==> src/rtl/brick_pkg.sv <==
// rtl/brick_pkg.sv - shared screen constants, field widths and ball FSM states
//
// Purpose: common definitions for the brick breaker datapath blocks.
// Contents:
//   SCREEN_X_MAX, SCREEN_Y_MAX   playfield extents (pixels)
//   SCREEN_PADDLE_Y              paddle row
//   SCREEN_PADDLE_W              paddle width (pixels)
//   X_W, Y_W                     ball coordinate widths
//   ball_state_t                 ball controller FSM states

package brick_pkg;

  localparam int SCREEN_X_MAX    = 159;
  localparam int SCREEN_Y_MAX    = 119;
  localparam int SCREEN_PADDLE_Y = 116;
  localparam int SCREEN_PADDLE_W = 16;

  localparam int X_W = 8;
  localparam int Y_W = 7;

  typedef enum logic [2:0] {
    ST_IDLE  = 3'd0,
    ST_RUN   = 3'd1,
    ST_CHECK = 3'd2,
    ST_MOVE  = 3'd3,
    ST_LOST  = 3'd4
  } ball_state_t;

endpackage

==> src/rtl/rate_divider.sv <==
// rtl/rate_divider.sv - free-running step counter with hold and terminal pulse
//
// Purpose: counts clocks while enabled and pulses tick on the last count of
// each TICK_DIV-clock period, wrapping back to zero.
// Ports:
//   clk    in  1  system clock
//   reset  in  1  synchronous active-high reset, clears the count
//   hold   in  1  forces the count to zero while high
//   tick   out 1  high during the cycle the count equals TICK_DIV-1

module rate_divider #(
  parameter int TICK_DIV = 833_333
) (
  input  logic clk,
  input  logic reset,
  input  logic hold,
  output logic tick
);

  localparam int CNT_W = (TICK_DIV > 2) ? $clog2(TICK_DIV) : 1;
  localparam logic [CNT_W-1:0] LAST = CNT_W'(TICK_DIV - 1);

  logic [CNT_W-1:0] count;

  always_ff @(posedge clk) begin
    if (reset || hold) begin
      count <= '0;
    end else if (count == LAST) begin
      count <= '0;
    end else begin
      count <= count + 1'b1;
    end
  end

  // Derived from the count register and hold only; hold comes from the
  // owner's state register, so no input-to-output path is created.
  assign tick = !hold && (count == LAST);

endmodule

==> src/rtl/ball_ctrl.sv <==
// rtl/ball_ctrl.sv - ball motion controller: step strobe, direction and loss
//
// Purpose: paces ball steps, bounces the ball off walls, paddle and bricks,
// and reports when the ball falls past the paddle row.
// Ports:
//   clk        in  1  system clock
//   reset      in  1  synchronous active-high reset
//   start      in  1  launch request, honoured only in IDLE
//   x          in  8  current ball column
//   y          in  7  current ball row
//   paddle_x   in  8  paddle left column
//   brick_hit  in  1  one-cycle brick collision pulse
//   enable     out 1  one-cycle move strobe to ball_pos
//   x_du       out 1  1 = x increments, 0 = x decrements
//   y_du       out 1  1 = y increments (down), 0 = y decrements
//   ball_lost  out 1  one-cycle pulse when the ball misses the paddle
//   running    out 1  high in every state except IDLE

module ball_ctrl
  import brick_pkg::*;
#(
  parameter int TICK_DIV = 833_333,
  parameter int X_MAX    = brick_pkg::SCREEN_X_MAX,
  parameter int Y_MAX    = brick_pkg::SCREEN_Y_MAX,
  parameter int PADDLE_Y = brick_pkg::SCREEN_PADDLE_Y,
  parameter int PADDLE_W = brick_pkg::SCREEN_PADDLE_W
) (
  input  logic           clk,
  input  logic           reset,
  input  logic           start,
  input  logic [X_W-1:0] x,
  input  logic [Y_W-1:0] y,
  input  logic [X_W-1:0] paddle_x,
  input  logic           brick_hit,
  output logic           enable,
  output logic           x_du,
  output logic           y_du,
  output logic           ball_lost,
  output logic           running
);

  localparam logic [X_W-1:0] X_MAX_V     = X_W'(X_MAX);
  localparam logic [Y_W-1:0] Y_MAX_V     = Y_W'(Y_MAX);
  localparam logic [Y_W-1:0] BOUNCE_ROW  = Y_W'(PADDLE_Y - 1);
  localparam logic [X_W:0]   PADDLE_W_V  = (X_W + 1)'(PADDLE_W);

  ball_state_t state;
  logic        brick_flag;
  logic        step_tick;

  rate_divider #(
    .TICK_DIV (TICK_DIV)
  ) u_rate_divider (
    .clk   (clk),
    .reset (reset),
    .hold  (state != ST_RUN),
    .tick  (step_tick)
  );

  // Collision decode, used only in CHECK.
  logic       x_flip;
  logic       in_paddle;
  logic       flip_y;
  logic       lost_hit;
  logic [X_W:0] x_ext;
  logic [X_W:0] pad_lo;
  logic [X_W:0] pad_hi;

  always_comb begin
    x_ext  = {1'b0, x};
    pad_lo = {1'b0, paddle_x};
    // 9-bit upper bound so a paddle near the right edge cannot wrap to 0.
    pad_hi = pad_lo + PADDLE_W_V;

    x_flip    = (x_du && (x == X_MAX_V)) || (!x_du && (x == '0));
    in_paddle = (x_ext >= pad_lo) && (x_ext < pad_hi);

    // OR of all sources: coincident causes produce a single toggle.
    flip_y    = (!y_du && (y == '0))
             || (y_du && (y == BOUNCE_ROW) && in_paddle)
             || brick_flag;
    lost_hit  = y_du && (y == Y_MAX_V);
  end

  always_ff @(posedge clk) begin
    if (reset) begin
      state      <= ST_IDLE;
      enable     <= 1'b0;
      x_du       <= 1'b1;
      y_du       <= 1'b1;
      ball_lost  <= 1'b0;
      running    <= 1'b0;
      brick_flag <= 1'b0;
    end else begin
      enable    <= 1'b0;
      ball_lost <= 1'b0;

      case (state)
        ST_IDLE: begin
          brick_flag <= 1'b0;
          if (start) begin
            state   <= ST_RUN;
            running <= 1'b1;
          end
        end

        ST_RUN: begin
          if (brick_hit) begin
            brick_flag <= 1'b1;
          end
          if (step_tick) begin
            state <= ST_CHECK;
          end
        end

        ST_CHECK: begin
          // A hit landing during CHECK is kept for the next CHECK.
          brick_flag <= brick_hit;
          if (lost_hit) begin
            state     <= ST_LOST;
            ball_lost <= 1'b1;
          end else begin
            if (x_flip) begin
              x_du <= !x_du;
            end
            if (flip_y) begin
              y_du <= !y_du;
            end
            state  <= ST_MOVE;
            enable <= 1'b1;
          end
        end

        ST_MOVE: begin
          if (brick_hit) begin
            brick_flag <= 1'b1;
          end
          state <= ST_RUN;
        end

        ST_LOST: begin
          brick_flag <= 1'b0;
          x_du       <= 1'b1;
          y_du       <= 1'b1;
          running    <= 1'b0;
          state      <= ST_IDLE;
        end

        default: begin
          state   <= ST_IDLE;
          running <= 1'b0;
        end
      endcase
    end
  end

endmodule

==> config.mk <==
export PLATFORM = sky130hd
export DESIGN_NAME = ball_ctrl
export DESIGN_NICKNAME = d
export VERILOG_FILES = /design/src/rtl/brick_pkg.sv /design/src/rtl/rate_divider.sv /design/src/rtl/ball_ctrl.sv
export SDC_FILE = /design/constraint.sdc
export NUM_CORES = 1
export LEC_CHECK = 0
export CORE_ASPECT_RATIO = 0.7
export CORE_MARGIN = 2
export CORE_UTILIZATION = 45
export DETAILED_ROUTE_END_ITERATION = 6
export HOLD_SLACK_MARGIN = 0.1
export PLACE_DENSITY = 0.73
export REMOVE_ABC_BUFFERS = 1
export SLEW_MARGIN = 20
export SYNTH_ARGS = -nofsm -noshare
export SYNTH_HDL_FRONTEND = slang
export SYNTH_SLANG_ARGS = --single-unit
==> constraint.sdc <==
create_clock -name clk -period 1.8 [get_ports clk]
set_input_delay 0.18 -clock clk [delete_from_list [all_inputs] [get_ports clk]]
set_output_delay 0.18 -clock clk [all_outputs]
set_load 0.005 [all_outputs]
---- Yosys cells after proc, flatten, opt, wreduce, memory -nomap -nowiden ----
Index checks and enable logic that the tools add are counted.
word-level totals
  flip-flop bits (word level) ............. 29
  latch bits .............................. 0
  bits in writable memories ............... 0
  memory bits (read-only) ................. 0
  input bits .............................. 27
  output and inout bits ................... 5
  logic and storage cells ................. 75
  memories ................................ 0
operators by class
  add/subtract/negate cells ............... 2
  multiply operators ...................... 0
  divide/modulo/power cells ............... 0
  $lt $le $gt $ge ......................... 2
  equality and inequality tests ........... 15
  shift-type cells ........................ 0
  muxes and demuxes ....................... 16
  bitwise gates (word level) .............. 2
  reduce and logical (&&, ||, !) cells .... 30
operators with widths
  operator                                        count
  adder 20 x 1 -> 20 bit (second input constant)  1
  == test 20 bit (second input constant)          1
  == test 7 bit (second input constant)           2
  case mux 3 bit (4 select lines)                 1
  != test 2 bit (second input constant)           5
  adder 8 x 5 -> 9 bit (second input constant)    1
  < comparator 8 x 9 -> 1 bit                     1
  two-way mux 3 bit                               3
  == test 8 bit (second input constant)           1
  >= comparator 8 bit                             1
  logical AND 1 bit                               8
  logical NOT 8 bit                               1
  two-way mux 1 bit                               8
  OR reduction 2 bit                              4
  logical NOT 7 bit                               1
  == test 3 x 2 -> 1 bit (second input constant)  2
  case mux 1 bit (2 select lines)                 3
  AND reduction 2 bit                             3
  AND reduction 3 bit                             2
  logical OR 1 bit                                4
  == test 3 x 1 -> 1 bit (second input constant)  1
  == test 3 bit (second input constant)           1
  logical NOT 1 bit                               3
  logical NOT 3 bit                               1
  other kinds (7)                                 8

---- Depth between registers and ports, before layout ----
Gate-level depths: netlist (run 1).
  depth in word-level cells ............... 9
  depth in mapped cells ................... 8
  mapped depth without buffers ............ 8

---- Cells and area by module ----
From an unflattened synthesis (run 1), not the netlist that was laid out.
unflattened totals
  cells, all modules ...................... 214
  area total of the unflattened synthesis .. 1796.7 um^2
modules (own cells, without submodules)
  module        times used  cells each  area each (um^2)  sequential area each (um^2)
  rate_divider  1           110         933.4             400.4
  ball_ctrl     1           104         863.3             180.2

---- Worst setup path after synthesis (run 1) ----
No wires, ideal clock.
  kind .................................... input port to flip-flop
  from .................................... in paddle_x[2]
  to ...................................... reg y_du
  library setup time ...................... 0.072 ns
  data arrival time ....................... 1.765 ns
  data required time ...................... 1.728 ns
  slack ................................... -0.037 ns
  stages on the path ...................... 7
  buffers on the path ..................... 0
  cell sequence ........................... inv_1 ha_1 a21o_1 a2111o_1 a211o_1 a211oi_2 mux2i_1
between the ends
  cells in the longest elaborated chain, start to end .. 8
  elaborated cells on any way between the ends .. 9
  classes of those cells .................. add/sub: 1; order compare: 2; eq/ne: 1; reduce/logical: 5
ends and longest elaborated chain
  element                                   line              text
  start, declared                           ball_ctrl.sv:33   input logic [X_W-1:0] paddle_x,
  adder 8 x 5 -> 9 bit                      ball_ctrl.sv:73   pad_hi = pad_lo + PADDLE_W_V;
  < comparator 8 x 9 -> 1 bit               ball_ctrl.sv:76   in_paddle = (x_ext >= pad_lo) && (x_ext < pad_hi);
  logical AND 1 bit (*)                     ball_ctrl.sv:76
  logical AND 1 bit (*)                     ball_ctrl.sv:80   || (y_du && (y == BOUNCE_ROW) && in_paddle)
  logical OR 1 bit (*)                      ball_ctrl.sv:80
  logical OR 1 bit (*)                      ball_ctrl.sv:81   || brick_flag;
  != test 2 bit (no source line) (*)        -
  AND reduction 3 bit (no source line) (*)  -
  end signal, assigned                      ball_ctrl.sv:127  y_du <= !y_du;
  end, declared                             ball_ctrl.sv:37   output logic y_du,
Mark *: on every way between the ends. The rest lies on a longest branch, timed or not.
A chain may end at the register's enable or synchronous reset.

---- Final worst setup path (run 1) ----
  from .................................... reg u_rate_divider.count[6]
  to ...................................... reg u_rate_divider.count[12]
between the ends
  cells in the longest elaborated chain, start to end .. 2
  elaborated cells on any way between the ends .. 3
  classes of those cells .................. add/sub: 1; eq/ne: 1; reduce/logical: 1
ends and longest elaborated chain
  element                                                         line                text
  start, declared                                                 rate_divider.sv:23  logic [CNT_W-1:0] count;
  start signal, assigned                                          rate_divider.sv:31  count <= count + 1'b1;
  branches (longest 2 deep; another with adder 20 x 1 -> 20 bit)  -
Parallel ways; which one is timed is not known.

==> results of run 1 <==
-- per-layer routing --
| layer | GRT usage [%] | wire length, µm | up-vias |
|---|---|---|---|
| met1 | 29.4 | 2100 | 723 |
| met3 | 6.21 | 250 | 0 |
| met2 | 25.0 | 1710 | 49 |
| met4 | 3.57 | 0 | 0 |
| met5 | 0 | 0 | - |
| li1 | - | - | 829 |
-- worst max-delay path: stages, from the launching register on --
cell and delay, ps:
dfxtp_1 320, or4b_1 540, nor3_2 160, a311o_1 220, or2_1 150, buf_12 160
nor2_1 60
-- cells in the final DEF, fill, tap and decap left out, types with 2 or more instances in the layout --
master / count
dlygate4sd2_1: 7
inv_1: 11
nand4_1: 4
dlymetal6s2s_1: 6
ha_1: 8
and3_1: 5
ha_4: 5
buf_4: 18
ha_2: 2
o21a_1: 2
nor2_1: 33
nand2b_1: 4
clkdlybuf4s15_1: 2
xor2_1: 7
clkbuf_8: 6
a21o_1: 3
nand3_1: 12
nor4_1: 6
a21oi_2: 2
nor3b_1: 3
clkdlybuf4s50_1: 15
inv_2: 3
a21oi_1: 8
nor3_1: 9
and4b_1: 2
dfxtp_1: 28
nand2_1: 8
xnor2_1: 13
-- Yosys cell counts, drive strengths merged (2+ instances only) --
library cell,instances
and3,5
xnor2,13
clkbuf,2
nand2,8
buf,2
dfxtp,29
a211oi,2
nor4,7
nand4,4
nor3,10
a21o,3
and4b,2
o21a,2
nand3,12
nor2,33
nor3b,3
xor2,7
inv,14
nand2b,4
a21oi,10
ha,15
-- worst max path at each step --
stage                     cells past startpoint                                   to  slack, ps
after CTS                                     7                    x_du$_SDFFE_PP1P_         30
after global routing                          6   u_rate_divider.count[3]$_SDFF_PP0_        -20
after global placement                        8                    y_du$_SDFFE_PP1P_       -530
final                                         6  u_rate_divider.count[12]$_SDFF_PP0_         60
after floorplan                               7                    y_du$_SDFFE_PP1P_        -40
after detailed placement                      8                    y_du$_SDFFE_PP1P_       -570
-- repair_timing --
item,4_1_cts,5_1_grt
gates resized for setup,18,19
hold endpoints to repair,0,0
buffers inserted,1,0
pin swaps,8,10
endpoints found under the setup margin,2,22
-- metrics by stage --
step	total power, mW	util (%)	area [µm²]
final	1.47	67.3	2410
after global routing	1.54	67.3	2410
after CTS	1.46	65.1	2330
after detailed placement	0.921	61.8	2210
after global placement	0.920	61.8	2210
after floorplan	0.789	-	1690
-- registers in the layout, summed over array words and instances, names as in the netlist --
name,cells
ball_lost,1
brick_flag,1
enable,1
running,1
state,3
u_rate_divider.count,20
x_du,1
y_du,1
-- kinds of logic (layout without fill, tap and decap cells) --
logic type                 Yosys count  after routing
AOI/OAI and AO/OA                   27             27
xor gates and xnor gates            20             20
adders and majority gates           15             15
buffers and inverters               18             72
DFF                                 29             29
muxes                                1              1
and+or+nand+nor                     95             95
-- cell type report --
class                   instances  area, µm²
clock buffers                   7       86.3
fillers                       296       1170
inverters                      14       52.6
multi-input cells             158       1150
flip-flops and latches         29        582
well taps                      50       62.6
repair buffers                 51        478
-- power by group through the flow --
stage	combinational (mW)	sequential, mW	clock (mW)
global route	0.294	0.666	0.577
CTS	0.252	0.664	0.549
global placement	0.243	0.677	0
detailed placement	0.244	0.678	0
floorplan	0.113	0.676	0
finish	0.268	0.664	0.542
==> out/metrics.yaml, run 1 <==
sta:
  relSlewSlack_pct: 69.7
  fmax_ghz: 0.575
  final-hold-violation-count: 0
  fin_worst_skew_ps: 7.29
  setup_slack_ps: 61.2
  timing.hold.ws_ps: 449
  min_period_over_period_pct: 96.6
  setup_viol: 0
  tightest_slew_ps: 450
  slew_violations: 0
  tns_ps: 0
  finalCriticalPeriod_ps: 1740
die:
  pin_count: 32
  die_x_um: 77.5
  design.die.area_um2: 4300
  initial_core_util_pct: 47.6
  coreArea_um2: 3580
  fp-row-count: 18
  die_h_um: 55.5
setup_path:
  cp-startpoint: "u_rate_divider.count[6]$_SDFF_PP0_"
  crit_path_end_kind: "register"
  worstPathArrival_ps: 1910
  worstPathRequired_ps: 1970
  critPathKind: "reg -> reg"
  regToRegStartpoint: "u_rate_divider.count[6]$_SDFF_PP0_"
  r2r_setup_slack_ps: 60
  timing.rr.end: "u_rate_divider.count[12]$_SDFF_PP0_"
  cp-start-kind: "register"
  reg2reg_depth: 6
  path_max_fanout: 20
route:
  wirelength_mm: 4.07
  viasPerCell: 5.18
  firstDrtPassIters: 4
  vias: 1601
  drc_errors: 0
  drt_iter0_markers: 95
  wl_per_cell_um: 13.2
  ant_nets: 0
run:
  cap_viol_max_count: 0
power_and_ir_drop:
  p_int_mw: 1.10
  pwr-share-comb_pct: 18.2
  clockPowerShare_pct: 36.8
  power.switching_mw: 0.370
  cellLeakagePower_nw: 0.949
  vdd_ir_drop_max_v: 0.000492
  p_per_area_nw_per_um2: 612
  swShare_pct: 25.1
  pwr-share-seq_pct: 45.0
clocking:
  htree_levels: 2
  cts_buffers: 5
  cts.reportedPaths.clkPinSlew_ps: 70
  clock_latency_ps: 280
  cts_buffer_depth: 2
  cts_tree: "built"
  clkSinkCount: 29
  holdBufCountCts: 0
  cts-root-buf: "clkbuf_8"
synthesis:
  yosys-top-cells-area: "dfxtp_1, ha_1, nor2_1, xnor2_1, xor2_1"
  ys.flop_type: "dfxtp_1"
  synth_xor_xnor_area_share_pct: 10.3
  ys_seq_area_share_pct: 34.1
  synth_largest_area_cell: "dfxtp_1"
  syn_inst: 205
  synth_adder_area_share_pct: 11.0
  yosys.area_share.simple_pct: 28.7
  synth_top_area_share_pct: 34.1
  synthMuxAreaShare_pct: 0.588
  async_reset_ff_share_pct: 0
  synth_top_family_by_area: "simple AND/OR/NAND/NOR gates"
  synth_edf_count: 0
  yosysUniqueCellTypes: 40
  synth_warnings: 0
  syn_area_per_cell_um2: 8.31
  synth_area_um2: 1700
  ys_ff_latch: 29
  synth_compound_area_share_pct: 11.2
min_path:
  holdPathEnd: "u_rate_divider.count[0]$_SDFF_PP0_"
  hold_depth: 1
  hold_start: "u_rate_divider.count[0]$_SDFF_PP0_"
  hold_path_class: "reg -> reg"
global_routing:
  track_usage_pct: 18.9
  grt_pass1_wl_mm: 6.44
  grt_max_degree: 21
  antenna_found_initial: 0
  grt_overflow: 0
  grt_pass1_vias: 1385
place:
  place_ws_ps: -574
  gp_congestion: 0.801
  dp_cells: 301
  dp_hpwl_mm: 2.94
  io_buffer_count: 31
cells_and_area:
  nNetsFinal: 301
  final_layout_size_suffix_gt1_share_pct: 16.6
  area_delta_synth_final_pct: 41.4
  final_cells: 309
  antennaDiodeCount: 0
outcome:
  status: "finished clean"
(Power assumes the default switching activity.)
==> run 2: changes to the inputs <==
--- a/config.mk
+++ b/config.mk
@@ -5,12 +5,12 @@
 export SDC_FILE = /design/constraint.sdc
 export NUM_CORES = 1
 export LEC_CHECK = 0
+export ABC_AREA = 1
 export CORE_ASPECT_RATIO = 0.7
 export CORE_MARGIN = 2
 export CORE_UTILIZATION = 45
 export DETAILED_ROUTE_END_ITERATION = 6
-export HOLD_SLACK_MARGIN = 0.1
-export PLACE_DENSITY = 0.73
+export PLACE_DENSITY = 0.72
 export REMOVE_ABC_BUFFERS = 1
 export SLEW_MARGIN = 20
 export SYNTH_ARGS = -nofsm -noshare
==> run 2 against run 1 <==
Setup slack improved by 73 ps. First-iteration DRC count stayed put. Via count rose by 17%. Flip-flop and latch count did not move. Combinational power up 2%. Synthesized area grew 15%. Synthesized cell count is 38% higher. Register-to-register slack better by 130 ps. Sequential power is essentially flat. Largest cell class unchanged. Highest routed layer is now met4.
==> out/metrics.yaml, run 2 <==
power_and_ir_drop:
  p_per_area_nw_per_um2: 641
  vdd_ir_drop_max_v: 0.000310
  cellLeakagePower_nw: 1.18
  power_mw: 1.63
die:
  die_h_um: 59.3
  fp-row-count: 20
  initial_core_util_pct: 45.9
  coreArea_um2: 4280
  die_x_um: 83.0
  pin_count: 32
  design.die.area_um2: 4920
sta:
  setup_slack_ps: 134
  fin_worst_skew_ps: 6.78
  tns_ps: 0
  rsz0062_at_grt: "yes"
  tightest_slew_ps: 503
  min_period_over_period_pct: 92.6
  finalCriticalPeriod_ps: 1670
  fmax_ghz: 0.600
  slew_violations: 0
  final-hold-violation-count: 0
  relSlewSlack_pct: 66.2
  setup_viol: 0
place:
  dp_hpwl_mm: 3.31
  io_buffer_count: 31
  place_ws_ps: -347
  gp_congestion: 0.795
setup_path:
  cpMostUsedCell: "nand2_1"
  worstPathArrival_ps: 1840
  path_max_fanout: 3
  worstPathRequired_ps: 1970
  crit_slowest_cell: "clkdlybuf4s50_1"
  cp-startpoint: "paddle_x[7]"
  cp_cell_sequence: "clkdlybuf4s50_1 -> xor2_1 -> ha_1 -> nand3_1 -> nand2_1 -> nor2_1 -> nand3_1 -> nand2_1 -> nand2_1 -> nand2_1 -> nand2_1 -> nand2_1 -> nand3_1"
  reg2reg_depth: 9
  max_stage_delay_ps: 530
  crit_path_end_kind: "register"
  critPathKind: "in -> reg"
  timing.rr.end: "u_rate_divider.count[14]$_SDFF_PP0_"
  cp-start-kind: "input port"
  regToRegStartpoint: "u_rate_divider.count[0]$_SDFF_PP0_"
  r2r_setup_slack_ps: 190
  setup.worst_path.end: "y_du$_SDFFE_PP1P_"
synthesis:
  synth_area_um2: 1960
  synth_largest_area_cell: "dfxtp_1"
  synth_warnings: 0
  syn_area_per_cell_um2: 6.94
  async_reset_ff_share_pct: 0
  synthMostInstantiatedCell: "nand2_1"
  yosysUniqueCellTypes: 36
  syn_inst: 283
  ys.flop_type: "dfxtp_1"
  synth_edf_count: 0
  ys_seq_area_share_pct: 29.6
  ys_ff_latch: 29
  synth_top_area_share_pct: 29.6
  yosys-top-cells-area: "dfxtp_1, nand2_1, ha_1, inv_1, nand3_1"
  yosys-top-cells-count: "nand2_1, inv_1, dfxtp_1, nor2_1, nand3_1"
outcome:
  status: "finished clean"
clocking:
  cts-root-buf: "clkbuf_8"
  clkSinkCount: 29
  holdBufCountCts: 0
  cts_buffers: 5
  cts_tree: "built"
  cts.reportedPaths.clkPinSlew_ps: 60
  post-cts-setup-buffer-count: 0
  htree_levels: 2
  clock_latency_ps: 280
  cts_buffer_depth: 2
global_routing:
  grt_pass1_wl_mm: 7.16
  antenna_found_initial: 0
  grt_max_degree: 21
  grt_overflow: 0
  grt_pass1_vias: 1672
  track_usage_pct: 18.6
cells_and_area:
  utilization_pct: 59.5
  final_layout_size_suffix_gt1_share_pct: 12.8
  antennaDiodeCount: 0
  largest_register_ffs: 20
  area_delta_synth_final_pct: 29.6
  largest-register: "u_rate_divider.count"
  final_cell_mix: "nand2_1, inv_1, nor2_1, dfxtp_1, clkdlybuf4s50_1"
  final_common_cell: "nand2_1"
  top_regs: "u_rate_divider.count (20), state (3)"
  fill_cells: 389
  nNetsFinal: 369
route:
  ant_nets: 0
  wirelength_mm: 4.11
  drc_errors: 0
  wl_met1_mm: 2.30
  viasPerCell: 4.87
  firstDrtPassIters: 4
  wl_per_cell_um: 10.7
  wl_met2_mm: 1.54
  vias: 1866
  routed.top_layer: "met4"
  drt_iter0_markers: 95
  dr_wl_met3_um: 194
run:
  cap_viol_max_count: 0
min_path:
  hold_path_class: "reg -> reg"
[run 2: cell count changes after synthesis, sizes merged, moves of 4 or more]
cell / before / now
a21oi: 10 / 14
and3: 5 / 0
inv: 14 / 50
nand2: 8 / 63
nand2b: 4 / 0
nand3: 12 / 23
nor3: 10 / 17
xnor2: 13 / 3
[run 2: stage by stage]
step,std cells,hold WS [ps],instance area (µm²)
3_5_place_dp,375,441,2400
4_1_cts,383,455,2520
2_1_floorplan,281,252,1950
6_report,383,416,2540
5_1_grt,383,444,2540
3_3_place_gp,375,430,2400
[run 2: how the worst min path moves through the flow]
stage          depth (start not counted)                          startpoint  slack [ps]                                  to
5_1_grt                                1  u_rate_divider.count[0]$_SDFF_PP0_         440  u_rate_divider.count[0]$_SDFF_PP0_
4_1_cts                                1  u_rate_divider.count[0]$_SDFF_PP0_         460  u_rate_divider.count[0]$_SDFF_PP0_
6_report                               1  u_rate_divider.count[0]$_SDFF_PP0_         420  u_rate_divider.count[0]$_SDFF_PP0_
3_5_place_dp                           1  u_rate_divider.count[0]$_SDFF_PP0_         440  u_rate_divider.count[0]$_SDFF_PP0_
2_1_floorplan                          1                               reset         250                ball_lost$_SDFF_PP0_
3_3_place_gp                           1  u_rate_divider.count[0]$_SDFF_PP0_         430  u_rate_divider.count[0]$_SDFF_PP0_
[run 2: cell families (layout without fill, tap and decap cells)]
group / after synthesis / count (layout) / share of synthesized area (%)
flip-flops: 29 / 29 / 29.6
AO/OA/AOI/OAI: 25 / 25 / 7.58
adder cells (fa/ha/maj): 15 / 15 / 9.55
AND/OR/NAND/NOR: 155 / 155 / 40.0
XOR/XNOR: 7 / 7 / 3.12
buffers and inverters: 52 / 97 / 10.2
[run 2: timing repair]
item,CTS,global route
endpoints found under the hold margin,0,0
setup endpoints to repair,1,3
pin swaps,1,1
gates resized for setup,3,5
[run 2: routing by layer]
layer  global-route usage, %  vias up
met1                    26.3      819
li1                        -     1004
met3                    5.01        7
met2                    26.4       36
met5                       0        -
met4                    8.43        0
[run 2: power breakdown]
group	switching, mW	internal [mW]	leakage [nW]
Sequential	0.00904	0.655	0.235
Clock	0.243	0.451	0.0585
Combinational	0.135	0.138	0.885
[run 2: layout make-up]
| class | count | area [µm²] | area share, % |
|---|---|---|---|
| Clock buffer | 7 | 86.3 | 3.39 |
| Clock inverter | 1 | 30.0 | 1.18 |
| Inverter | 50 | 188 | 7.37 |
| Multi-Input combinational cell | 202 | 1200 | 47.3 |
| Sequential cell | 29 | 582 | 22.9 |
| Tap cell | 55 | 68.8 | 2.70 |
| Timing Repair Buffer | 39 | 385 | 15.1 |
[run 2: worst max-delay path: cells and delay by family]
family	cells	cell delay, ps
adders and majority gates	1	270
buffers and inverters	1	530
and+or+nand+nor	10	650
xor gates and xnor gates	1	200
